$ cat config.mk
export PLATFORM = sky130hd
export DESIGN_NAME = wave_voice_scheduler
export DESIGN_NICKNAME = d
export VERILOG_FILES = /design/src/rtl/wave_voice_scheduler.sv
export SDC_FILE = /design/constraint.sdc
export NUM_CORES = 1
export LEC_CHECK = 0
export ABC_AREA = 1
export CORE_ASPECT_RATIO = 1.4
export CORE_MARGIN = 2
export CORE_UTILIZATION = 45
export DETAILED_ROUTE_END_ITERATION = 16
export DONT_BUFFER_PORTS = 1
export PLACE_DENSITY = 0.66
export REMOVE_ABC_BUFFERS = 1
export SLEW_MARGIN = 20
export SYNTH_ARGS = -nofsm -noshare
export SYNTH_HDL_FRONTEND = slang
export SYNTH_SLANG_ARGS = --single-unit
$ cat constraint.sdc
create_clock -name i_clk -period 5.2 [get_ports i_clk]
set_input_delay 0.26 -clock i_clk [delete_from_list [all_inputs] [get_ports i_clk]]
set_output_delay 0.26 -clock i_clk [all_outputs]
set_load 0.02 [all_outputs]
$ cat src/rtl/wave_voice_scheduler.sv
// Shares one waveform lookup among NUM_VOICES oscillator voices. Each sample tick
// issues every voice's phase in turn, advances the accumulators and mixes the returns.
module wave_voice_scheduler #(
   parameter int NUM_VOICES = 4,
   parameter int VW         = 2
) (
   input  logic                       i_clk,
   input  logic                       i_rst_n,
   input  logic                       i_sample_tick,
   input  logic [NUM_VOICES-1:0]      i_voice_en,
   input  logic [16*NUM_VOICES-1:0]   i_phase_inc,
   output logic [15:0]                o_addr,
   input  logic signed [15:0]         i_data,
   output logic signed [15:0]         o_sample,
   output logic                       o_sample_valid,
   output logic                       o_busy,
   output logic                       o_overrun
);

   localparam int AW = 16 + VW;
   localparam logic [VW-1:0] LAST_IDX = VW'(NUM_VOICES - 1);

   typedef enum logic [1:0] {
      S_IDLE,
      S_ISSUE,
      S_DRAIN
   } state_t;

   state_t              r_state;
   state_t              w_state_next;
   logic [VW-1:0]       r_idx;
   logic [VW-1:0]       w_idx_next;
   logic [VW-1:0]       w_load_idx;
   logic                w_load;
   logic                w_capture;
   logic                w_finish;

   logic [15:0]         w_phase [NUM_VOICES];
   logic [15:0]         w_inc   [NUM_VOICES];

   logic [15:0]         r_addr;
   logic                r_addr_en;
   logic                r_data_en;
   logic signed [AW-1:0] r_acc;
   logic signed [AW-1:0] w_contrib;
   logic signed [AW-1:0] w_sum;
   logic signed [15:0]  r_sample;
   logic                r_sample_valid;
   logic                r_overrun;

   // r_idx is the voice currently presented on o_addr; loads happen one cycle ahead.
   always_ff @(posedge i_clk) begin
      if (!i_rst_n) begin
         r_state <= S_IDLE;
         r_idx   <= '0;
      end else begin
         r_state <= w_state_next;
         r_idx   <= w_idx_next;
      end
   end

   always_comb begin
      w_state_next = r_state;
      w_idx_next   = r_idx;
      w_load       = 1'b0;
      w_load_idx   = '0;
      w_capture    = 1'b0;
      w_finish     = 1'b0;
      case (r_state)
         S_IDLE: begin
            if (i_sample_tick) begin
               w_load       = 1'b1;
               w_load_idx   = '0;
               w_idx_next   = '0;
               w_state_next = S_ISSUE;
            end
         end
         S_ISSUE: begin
            // The return for voice r_idx-1 is on i_data now; voice 0 has nothing back yet.
            w_capture = (r_idx != '0);
            if (r_idx == LAST_IDX) begin
               w_state_next = S_DRAIN;
            end else begin
               w_load     = 1'b1;
               w_load_idx = r_idx + VW'(1);
               w_idx_next = r_idx + VW'(1);
            end
         end
         S_DRAIN: begin
            w_finish     = 1'b1;
            w_state_next = S_IDLE;
         end
         default: begin
            w_state_next = S_IDLE;
         end
      endcase
   end

   genvar gi;
   generate
      for (gi = 0; gi < NUM_VOICES; gi++) begin : g_voice
         logic [15:0] r_phase;

         assign w_inc[gi]   = i_phase_inc[16*gi +: 16];
         assign w_phase[gi] = r_phase;

         // A disabled voice is hard-synced back to phase 0 when its slot is issued.
         always_ff @(posedge i_clk) begin
            if (!i_rst_n) begin
               r_phase <= '0;
            end else if (w_load && (w_load_idx == VW'(gi))) begin
               r_phase <= i_voice_en[gi] ? (r_phase + w_inc[gi]) : 16'h0000;
            end
         end
      end
   endgenerate

   assign w_contrib = r_data_en ? {{VW{i_data[15]}}, i_data} : '0;
   assign w_sum     = r_acc + w_contrib;

   always_ff @(posedge i_clk) begin
      if (!i_rst_n) begin
         r_addr         <= '0;
         r_addr_en      <= 1'b0;
         r_data_en      <= 1'b0;
         r_acc          <= '0;
         r_sample       <= '0;
         r_sample_valid <= 1'b0;
         r_overrun      <= 1'b0;
      end else begin
         if (w_load) begin
            r_addr <= w_phase[w_load_idx];
         end
         // Enable travels one stage behind the address to match the lookup latency.
         r_addr_en <= w_load & i_voice_en[w_load_idx];
         r_data_en <= r_addr_en;

         if (r_state == S_IDLE) begin
            r_acc <= '0;
         end else if (w_capture) begin
            r_acc <= w_sum;
         end

         r_sample_valid <= w_finish;
         if (w_finish) begin
            r_sample <= 16'(w_sum >>> VW);
         end

         if (i_sample_tick && (r_state != S_IDLE)) begin
            r_overrun <= 1'b1;
         end
      end
   end

   assign o_addr         = r_addr;
   assign o_sample       = r_sample;
   assign o_sample_valid = r_sample_valid;
   assign o_busy         = (r_state != S_IDLE);
   assign o_overrun      = r_overrun;

endmodule

## Yosys cells after proc, flatten, opt, wreduce, memory -nomap -nowiden

Index checks and enable logic that the tools add are counted.

| word-level totals | value |
|---|---|
| register bits | 122 |
| latch bits | 0 |
| memory bits (writable) | 0 |
| ROM bits | 0 |
| word-level logic and storage cells | 69 |
| memories kept | 0 |

| cells by class | value |
|---|---|
| add/sub/neg operators | 6 |
| $mul | 0 |
| divide/modulo/power cells | 0 |
| order comparisons | 2 |
| eq/ne operators | 9 |
| shifts and indexed selects | 0 |
| mux-type cells | 23 |
| bitwise logic cells | 3 |
| reduce and logical (&&, ||, !) cells | 13 |

Operators with widths:

| operator | number |
|---|---|
| 16-bit two-way mux | 6 |
| 16-bit adder | 4 |
| 16-bit binary-select mux with 2-bit select | 1 |
| 18-bit adder | 1 |
| 18-bit two-way mux | 1 |
| 2-bit two-way mux | 6 |
| 2-bit == test (second input constant) | 4 |
| 2-bit one-hot mux with 2 select lines | 2 |
| 2-bit != test (second input constant) | 3 |
| 2-bit nonzero test | 3 |
| 1-bit logical AND | 5 |
| 1-bit two-way mux | 5 |
| 2-bit by 1-bit == test with 1-bit output (second input constant) | 2 |
| 2-bit logical NOT | 2 |
| 3-bit greater-or-equal comparator (second input constant) | 1 |
| 2-bit by 3-bit less-than comparator with 1-bit output (second input constant) | 1 |
| 2-bit inverter with 3-bit output | 1 |
| 3-bit AND reduction | 1 |
| 2-bit by 1-bit adder with 2-bit output (second input constant) | 1 |
| 1-bit binary-select mux with 2-bit select | 1 |
| 1-bit one-hot mux with 2 select lines | 1 |
| 2-bit AND reduction | 1 |
| 2-bit OR reduction | 1 |
| 1-bit bitwise AND | 1 |
| 1-bit inverter | 1 |

## Longest topological paths before layout

Gate-level depths: netlist of the first run.

| depth | value |
|---|---|
| depth in word-level cells | 7 |
| depth in mapped cells | 17 |
| mapped depth without buffers | 15 |

## Worst setup path before layout of the first run

Ideal clock, no wire load.

| timing | value |
|---|---|
| path kind | reg-to-reg |
| from | register r_data_en |
| to | register r_acc[16] |
| arrival | 2,259 ps |
| slack | 2,832 ps |
| stages on the path, launching flop included | 17 |
| path buffers | 2 |
| clock period less this slack | 2,368 ps |
| path through | dfxtp_1 clkbuf_1 clkbuf_1 nand2_1 inv_1 ha_1 inv_1 fa_1 nand3b_1 nand2_1 nand3_1 nand2_1 nand2_1 nand3_1 nand3_1 nand2_1 inv_1 |

| on the way | value |
|---|---|
| longest elaborated chain between the ends | 2 |

Ends and longest elaborated chain:

| item | line | text |
|---|---|---|
| start, declared | 43 | `logic r_data_en;` |
| start signal, assigned | 136 | `r_data_en <= r_addr_en;` |
| 18-bit two-way mux | 118 | `assign w_contrib = r_data_en ? {{VW{i_data[15]}}, i_data} : '0;` |
| 18-bit adder | 119 | `assign w_sum = r_acc + w_contrib;` |
| end signal, assigned | 141 | `r_acc <= w_sum;` |
| end, declared | 44 | `logic signed [AW-1:0] r_acc;` |

No other way between the ends.
A chain may end at the register's enable or synchronous reset.

## Final worst setup path of the first run

Ends and elaborated chain as after synthesis.

==> reports/results.md, run 1 <==
| Item | Reported |
|---|---|
| Status | complete, no violations |
| Total of endpoints with negative setup slack in the final report | 0 |
| Y dimension of the die | 174.5 um |
| Most used cell along the critical path | sky130_fd_sc_hd__nand2_1 |
| Worst setup slack for register-to-register paths | 2.59 ns |
| Largest stage delay on the critical path | 0.70 ns |
| Fin crit share | 50.20% |
| Top area cells in the synthesized netlist | sky130_fd_sc_hd__dfxtp_1 (26%), sky130_fd_sc_hd__nand2_1 (20%), sky130_fd_sc_hd__ha_1 (11%) |
| Final routed DRC violation total | 0 |
| CTS Buffer Depth | 2 |
| Number of maximum-capacitance violations | 0 |
| Family of cells with the greatest summed delay on the critical path | simple AND/OR/NAND/NOR gates |
| Fraction of layout cells with a size suffix above 1 | 4.351% |
| Die footprint | 21940 um2 |
| Combined buffer and inverter count along the critical path | 3 |
| F_max | 383.1 MHz |
| Adder-cell share of the synthesized area | 11.65% |
| Most used standard cell by instance count after synthesis | sky130_fd_sc_hd__nand2_1 |
| Clock latency on the worst-skew pair | 0.42 ns |
| Total power after layout | 2.640 mW |
| Main combinational cell family by area after synthesis | simple AND/OR/NAND/NOR gates |
| Root Buffer Master | sky130_fd_sc_hd__clkbuf_16 |
| Number of vias per cell | 5.126 |
| Number of flops mapped to enable cells by yosys | 0 |
| Number of I/O pins | 122 |
| Total number of nets in the final design | 1678 |
| Detail-routed net length per standard cell | 14.47 um |
| Cell area power density | 260.2 nW/um2 |
| Signal arrival time at the worst endpoint | 2.92 ns |
| Diode insertion count for antenna repair | 0 |
| Count of pins over their slew limit | 0 |
| CP max stage cell | sky130_fd_sc_hd__dfxtp_1 |
| Simple-gate share of the synthesized area | 34.65% |
| Portion of netlist area occupied by mux cells | 0% |
| R2R Path Start | r_data_en |
| Xor/xnor cell area share of the yosys netlist | 1.781% |
| Sum Neg Setup Slack | 0 ns |
| Leakage component of the power | 5.283 nW |
| Flops & latches, synth | 122 |
| Most used DFF post-synth | sky130_fd_sc_hd__dfxtp_1 |
| Top cells by count, synth | sky130_fd_sc_hd__nand2_1 (499), sky130_fd_sc_hd__inv_1 (225), sky130_fd_sc_hd__a21oi_1 (137) |
| Floorplan die width | 125.8 um |
| CTS buffer count | 17 |
| Slew Limit Headroom | 33.64% |
| Synthesized-area fraction occupied by ao, oa, aoi and oai cells | 14.14% |
| Layout area overhead | 8.599% |
| Endpoint required time on the critical path | 5.51 ns |
| Clock-pin slew on the worst setup and hold paths | 0.06 ns |
| Pin count of the biggest net entering global routing | 84 |
| Cell-by-cell trace of the critical path | nand2_1 > inv_1 > ha_1 > inv_1 > fa_1 > nand3b_1 > nand2_1 > nand3_1 > nand2_1 > nand2_1 > nand3_1 > nand3_1 > nand2_1 > inv_1 |
| Fin crit period | 2.611 ns |
| Type of element capturing the critical path | flip-flop |
| GRT Util Overall | 23.50% |
| Hold Violations, Final | 0 |
| Seq/Total Area, Yosys | 26.15% |
| Antenna Violating Nets Remaining | 0 |
| End point of the worst hold path | g_voice[3].r_phase[2] |
| Clock tree skew after final layout | 0.01160 ns |
| Gr ovfl total | 0 |
| DR iter-0 viols | 420 |
| Core outline area | 20480 um2 |
| Drt first pass iters | 6 |
| Aggregate routed wire length | 25.65 mm |
| Average cell area after synthesis | 6.162 um2 |
| H-Tree Level Count | 4 |
| Cell type with the highest aggregate area in the netlist | sky130_fd_sc_hd__dfxtp_1 |
| Critical Path Source Type | flip-flop |
| Initial antenna violation count | 0 |
| Number of different library cells in the post-synthesis netlist | 38 |
| Number of gates given a new drive strength after cts | 0 |
| VDD IR max | 0.0002361 V |
| Share of the synthesized area in the top cell type | 26.15% |
| Count of mapped cells out of synthesis | 1516 |
| Total of warnings raised by yosys | 0 |
| Worst hold stages | 2 |
| Wire length of the first global-routing pass | 41.66 mm |
| DPL Wire Length | 19.97 mm |
| RR Endpoint | r_acc[16] |
| Worst-path fanout max | 16 |
| Routed via count | 9088 |
| Path type of the worst setup path | flip-flop to flip-flop |
| Post-synth design cell area | 9341 um2 |
| Share of flip-flops with an asynchronous set or reset after synthesis | 0% |
| Std cell rows | 62 |
| Worst Reg2Reg Path Length in Cells | 14 |
| Initial Utilization | 45.61% |
| Number of buffers inserted by port buffering | 0 |
| RSZ-0062 raised after global routing | no |
| Startpoint of the most critical hold path | i_voice_en[3] |
| Number of global-route vias before repair | 8650 |
| TritonCTS clock tree | yes |
| Path type of the worst min-delay path | input pin to flip-flop |
| Routability-driven placement congestion ratio | 0.9508 |
| TritonCTS sink count | 122 |
| Transition time of the tightest slew-check pin | 0.9954 ns |
==> cells in the final DEF, fill, tap and decap left out, drive strengths merged <==
| master | n |
|---|---|
| a21oi | 137 |
| clkinvlp | 1 |
| a211oi | 1 |
| o21a | 9 |
| or2 | 7 |
| clkinv | 4 |
| a21o | 2 |
| dlygate4sd3 | 4 |
| clkbuf | 20 |
| fa | 5 |
| xnor2 | 3 |
| nand3b | 11 |
| o21bai | 5 |
| bufinv | 4 |
| a41oi | 16 |
| a31oi | 1 |
| inv | 235 |
| and2 | 6 |
| nor2 | 120 |
| o21ai | 66 |
| nor3 | 17 |
| nand2 | 505 |
| nand3 | 108 |
| nand4 | 5 |
| ha | 79 |
| o211ai | 3 |
| buf | 5 |
| dfxtp | 122 |
| xor2 | 16 |
==> state kept, by name (all words and copies together) (netlist names) <==
name / cells
g_voice.r_phase: 64
o_addr: 16
r_idx: 2
r_addr_en: 1
r_state: 2
o_overrun: 1
r_data_en: 1
r_acc: 18
o_sample: 16
o_sample_valid: 1
==> cell type report <==
cell class | count | area (um2)
Clock buffer | 20 | 456.7
Clock inverter | 9 | 147.6
Fill cell | 2165 | 10330
Inverter | 235 | 884.6
Multi-Input combinational cell | 1122 | 5816
Sequential cell | 122 | 2442
Tap cell | 256 | 320.3
Timing Repair Buffer | 9 | 77.57
==> logic make-up after synthesis <==
group,count (synthesis)
XOR/XNOR,19
flip-flops,122
AO/OA/AOI/OAI,240
adder cells (fa/ha/maj),84
buffers and inverters,272
AND/OR/NAND/NOR,779
==> power by group <==
group          switching [mW]  leakage, nW  total, mW  internal [mW]
combinational           0.253         4.00      0.381          0.128
clock                   0.420        0.297       1.24          0.815
sequential             0.0520        0.989       1.02          0.971
total                   0.725         5.28       2.64           1.91
==> worst max path at each step <==
stage          slack, ns           end  startpoint  cells past startpoint
2_1_floorplan       2.78      r_acc[3]     i_rst_n                      5
3_3_place_gp        2.67  o_sample[10]   r_data_en                     14
3_5_place_dp        2.58  o_sample[10]   r_data_en                     14
4_1_cts             2.57     r_acc[16]   r_data_en                     14
5_1_grt             2.27  o_sample[10]   r_data_en                     14
6_report            2.59     r_acc[16]   r_data_en                     14
==> per-layer routing <==
layer | vias up | track usage [%] | share of wire (%)
met4 | 0 | 8.837 | 2.5
li1 | 4832 | - | -
met2 | 170 | 44.48 | 53
met5 | - | 0 | 0
met3 | 33 | 4.986 | 4.7
met1 | 4053 | 25.28 | 40
==> per-stage QoR <==
step	std cells	util, %	hold WS [ns]	cell area [um2]	setup WS, ns
3_5_place_dp	1740	46.39	0.3855	9500	2.580
2_1_floorplan	1479	-	0.3535	9140	2.780
5_1_grt	1773	49.54	0.07751	10140	2.272
3_3_place_gp	1740	46.39	0.3870	9500	2.671
6_report	1773	49.54	0.07723	10140	2.589
4_1_cts	1773	49.54	0.05717	10140	2.572
==> timing repair <==
action                                 in CTS  in global routing
setup buffers                               0                  0
hold buffers                                4                  0
endpoints found under the hold margin      22                  0
Note: power is estimated with default switching activity, not from simulation.
==> run 2, diff against run 1 <==
Clock period 5.2 ns to 2.5 ns, I/O delays scaled along.
==> reports/results.md, run 2 (synthesis gave the netlist of run 1 again) <==
| Item | Reported | Change |
|---|---|---|
| Status | complete, no violations |  |
| Core outline area | 20480 um2 | unchanged |
| Global-route track usage on met2 | 43.24% | -1.2 points |
| Finished Cell Area | 10230 um2 | +0.85% |
| Clock latency on the worst-skew pair | 0.42 ns | about the same |
| H-Tree Level Count | 4 | unchanged |
| DR iter-0 viols | 480 | +14% |
| Y dimension of the die | 174.5 um | unchanged |
| Number of flip-flops under the largest register name | 64 | unchanged |
| CTS Buffer Depth | 2 | unchanged |
| Slew Limit Headroom | 34.49% | +0.85 points |
| Wire length of the first global-routing pass | 42.24 mm | +1.4% |
| TritonCTS sink count | 122 | unchanged |
| RSZ-0062 raised after global routing | no |  |
| Total of endpoints with negative setup slack in the final report | 0 | unchanged |
| Aggregate routed wire length | 25.77 mm | +0.45% |
| Global routing's busiest layer | met2 |  |
| Cell area power density | 534.2 nW/um2 | +110% |
| Largest stage delay on the critical path | 0.40 ns | -0.30 ns |
| Top library cells by usage in the layout, fill and taps aside | sky130_fd_sc_hd__nand2_1 (499), sky130_fd_sc_hd__inv_1 (224), sky130_fd_sc_hd__a21oi_1 (137) |  |
| Most used cell along the critical path | sky130_fd_sc_hd__nand2_1 |  |
| Fraction of layout cells with a size suffix above 1 | 4.774% | +0.42 points |
| Final routed DRC violation total | 0 | unchanged |
| Clock tree skew after final layout | 0.006252 ns | -0.005353 ns |
| Fin crit share | 87.34% | +37 points |
| Biggest registers after layout | g_voice.r_phase: 64 flops, r_acc: 18 flops |  |
| GRT Util Overall | 23.75% | +0.25 points |
| Pin count of the biggest net entering global routing | 83 | -1.2% |
| Root Buffer Master | sky130_fd_sc_hd__clkbuf_16 |  |
| Clock-pin slew on the worst setup and hold paths | 0.06 ns | about the same |
| Diode insertion count for antenna repair | 0 | unchanged |
| TritonCTS clock tree | yes |  |
| Routability-driven placement congestion ratio | 0.9161 | -3.6% |
| Transition time of the tightest slew-check pin | 0.9827 ns | -0.01273 ns |
| Number of vias per cell | 5.101 | -0.48% |
| Antenna Violating Nets Remaining | 0 | unchanged |
| Number of buffers added for setup after CTS | 0 | unchanged |
| F_max | 458.0 MHz | +20% |
| Most frequent standard cell in the layout excluding fill and tap cells | sky130_fd_sc_hd__nand2_1 |  |
| Std cell rows | 62 | unchanged |
| Type of element capturing the critical path | flip-flop |  |
| Hold Violations, Final | 0 | unchanged |
| Path type of the worst setup path | flip-flop to flip-flop |  |
| Worst-path fanout max | 4 | -12 |
| Initial Utilization | 45.61% | unchanged |
| Number of maximum-capacitance violations | 0 | unchanged |
| Endpoint required time on the critical path | 2.83 ns | -2.68 ns |
| VDD IR max | 0.0005090 V | +120% |
| Die footprint | 21940 um2 | unchanged |
| Cell-by-cell trace of the critical path | nand2_1 > inv_1 > ha_1 > inv_1 > fa_1 > nand3b_1 > nand2_1 > nand3_1 > nand2_1 > nand2_1 > nand3_1 > nand3_1 > nand2_1 > inv_1 |  |
| DPL Wire Length | 20.29 mm | +1.6% |
| Critical Path Source Type | flip-flop |  |
| Count of pins over their slew limit | 0 | unchanged |
| Number of global-route vias before repair | 8694 | +0.51% |
| CTS buffer count | 17 | unchanged |
| Layout area overhead | 9.524% |  |
| CP max stage cell | sky130_fd_sc_hd__fa_1 |  |
| Leakage component of the power | 5.312 nW | +0.54% |
| Largest reg by FF count | g_voice.r_phase |  |
| Met3 track demand over resource | 5.479% | +0.49 points |
| Number of buffers inserted by port buffering | 0 | unchanged |
| Fin crit period | 2.183 ns | -0.4272 ns |
| M1 GR Usage | 26.13% | +0.86 points |
| Sum Neg Setup Slack | 0 ns | unchanged |
| Number of I/O pins | 122 | unchanged |
| Instance area after placement | 9538 um2 | +0.40% |
| Drt first pass iters | 8 | +2 |
| Gr ovfl total | 0 | unchanged |
| Path type of the worst min-delay path | input pin to flip-flop |  |
| Detail-routed net length per standard cell | 14.44 um | -0.23% |
| Routed via count | 9106 | +0.20% |
| Initial antenna violation count | 0 | unchanged |
| Total number of nets in the final design | 1688 | +0.60% |
| Number of gates given a new drive strength after cts | 0 | unchanged |
| Signal arrival time at the worst endpoint | 2.51 ns | -0.41 ns |
| Floorplan die width | 125.8 um | unchanged |
## run 2: changes by cell type in the layout (fill, tap and decap cells not counted)
cell / before / now
sky130_fd_sc_hd__buf_4: 5 / 10
sky130_fd_sc_hd__bufinv_16: 4 / 3
sky130_fd_sc_hd__clkinv_2: 4 / 2
sky130_fd_sc_hd__clkinv_4: 0 / 1
sky130_fd_sc_hd__clkinvlp_4: 1 / 5
sky130_fd_sc_hd__dlygate4sd3_1: 4 / 9
## run 2: repair_timing
item,CTS,global route
hold buffers,9,0
hold endpoints to repair,31,0
endpoints found under the setup margin,0,0
## run 2: worst paths after layout
| kind | cells after the start | from | to | slack [ns] |
|---|---|---|---|---|
| worst min-delay path | 3 | i_phase_inc[0] | g_voice[0].r_phase[0] | 0.01 |
| worst max-delay path | 14 | r_data_en | o_sample[10] | 0.32 |
| worst min register to register | 2 | r_addr_en | r_data_en | 0.44 |
| worst max register to register | 14 | r_data_en | o_sample[10] | 0.32 |
## run 2: area by class of cell
type,count,area (um2)
Clock buffer,20,456.7
Timing Repair Buffer,19,165.2
Tap cell,256,320.3
Fill cell,2165,10250
Multi-Input combinational cell,1122,5816
Clock inverter,11,146.4
Inverter,235,884.6
Sequential cell,122,2442
## run 2: per-layer routing
| metal | vias to the layer above | wire length (um) | share of wire, % |
|---|---|---|---|
| met5 | - | 0 | 0 |
| met1 | 4012 | 10470 | 41 |
| met2 | 183 | 13010 | 50 |
| met4 | 0 | 1038 | 4.0 |
| met3 | 58 | 1249 | 4.8 |
| li1 | 4853 | - | - |
## run 2: per-stage QoR
| step | instances | utilization [%] | power, mW | worst slack [ns] | hold WS, ns |
|---|---|---|---|---|---|
| detailed placement | 1745 | 46.57 | 2.960 | 0.3774 | 0.2507 |
| floorplan | 1479 | - | 2.747 | 0.2148 | 0.2185 |
| finish | 1785 | 49.96 | 5.466 | 0.3166 | 0.01135 |
| global placement | 1745 | 46.57 | 2.951 | 0.4254 | 0.2650 |
| CTS | 1785 | 49.96 | 5.517 | 0.3621 | 0.002570 |
| global route | 1785 | 49.96 | 5.728 | 0.1333 | 0.03994 |
## run 2: worst max-delay path, delay by kind of cell (launching register included)
kind                     cells  cell delay [ns]
adder cells (fa/ha/maj)      2             0.62
buffers and inverters        3             0.18
flip-flops                   1             0.32
AND/OR/NAND/NOR              9             0.98
## run 2: report_power, final
group          internal [mW]  total [mW]  switching (mW)
registers               2.02        2.13           0.107
logic                  0.280       0.816           0.536
clock network           1.61        2.52           0.914
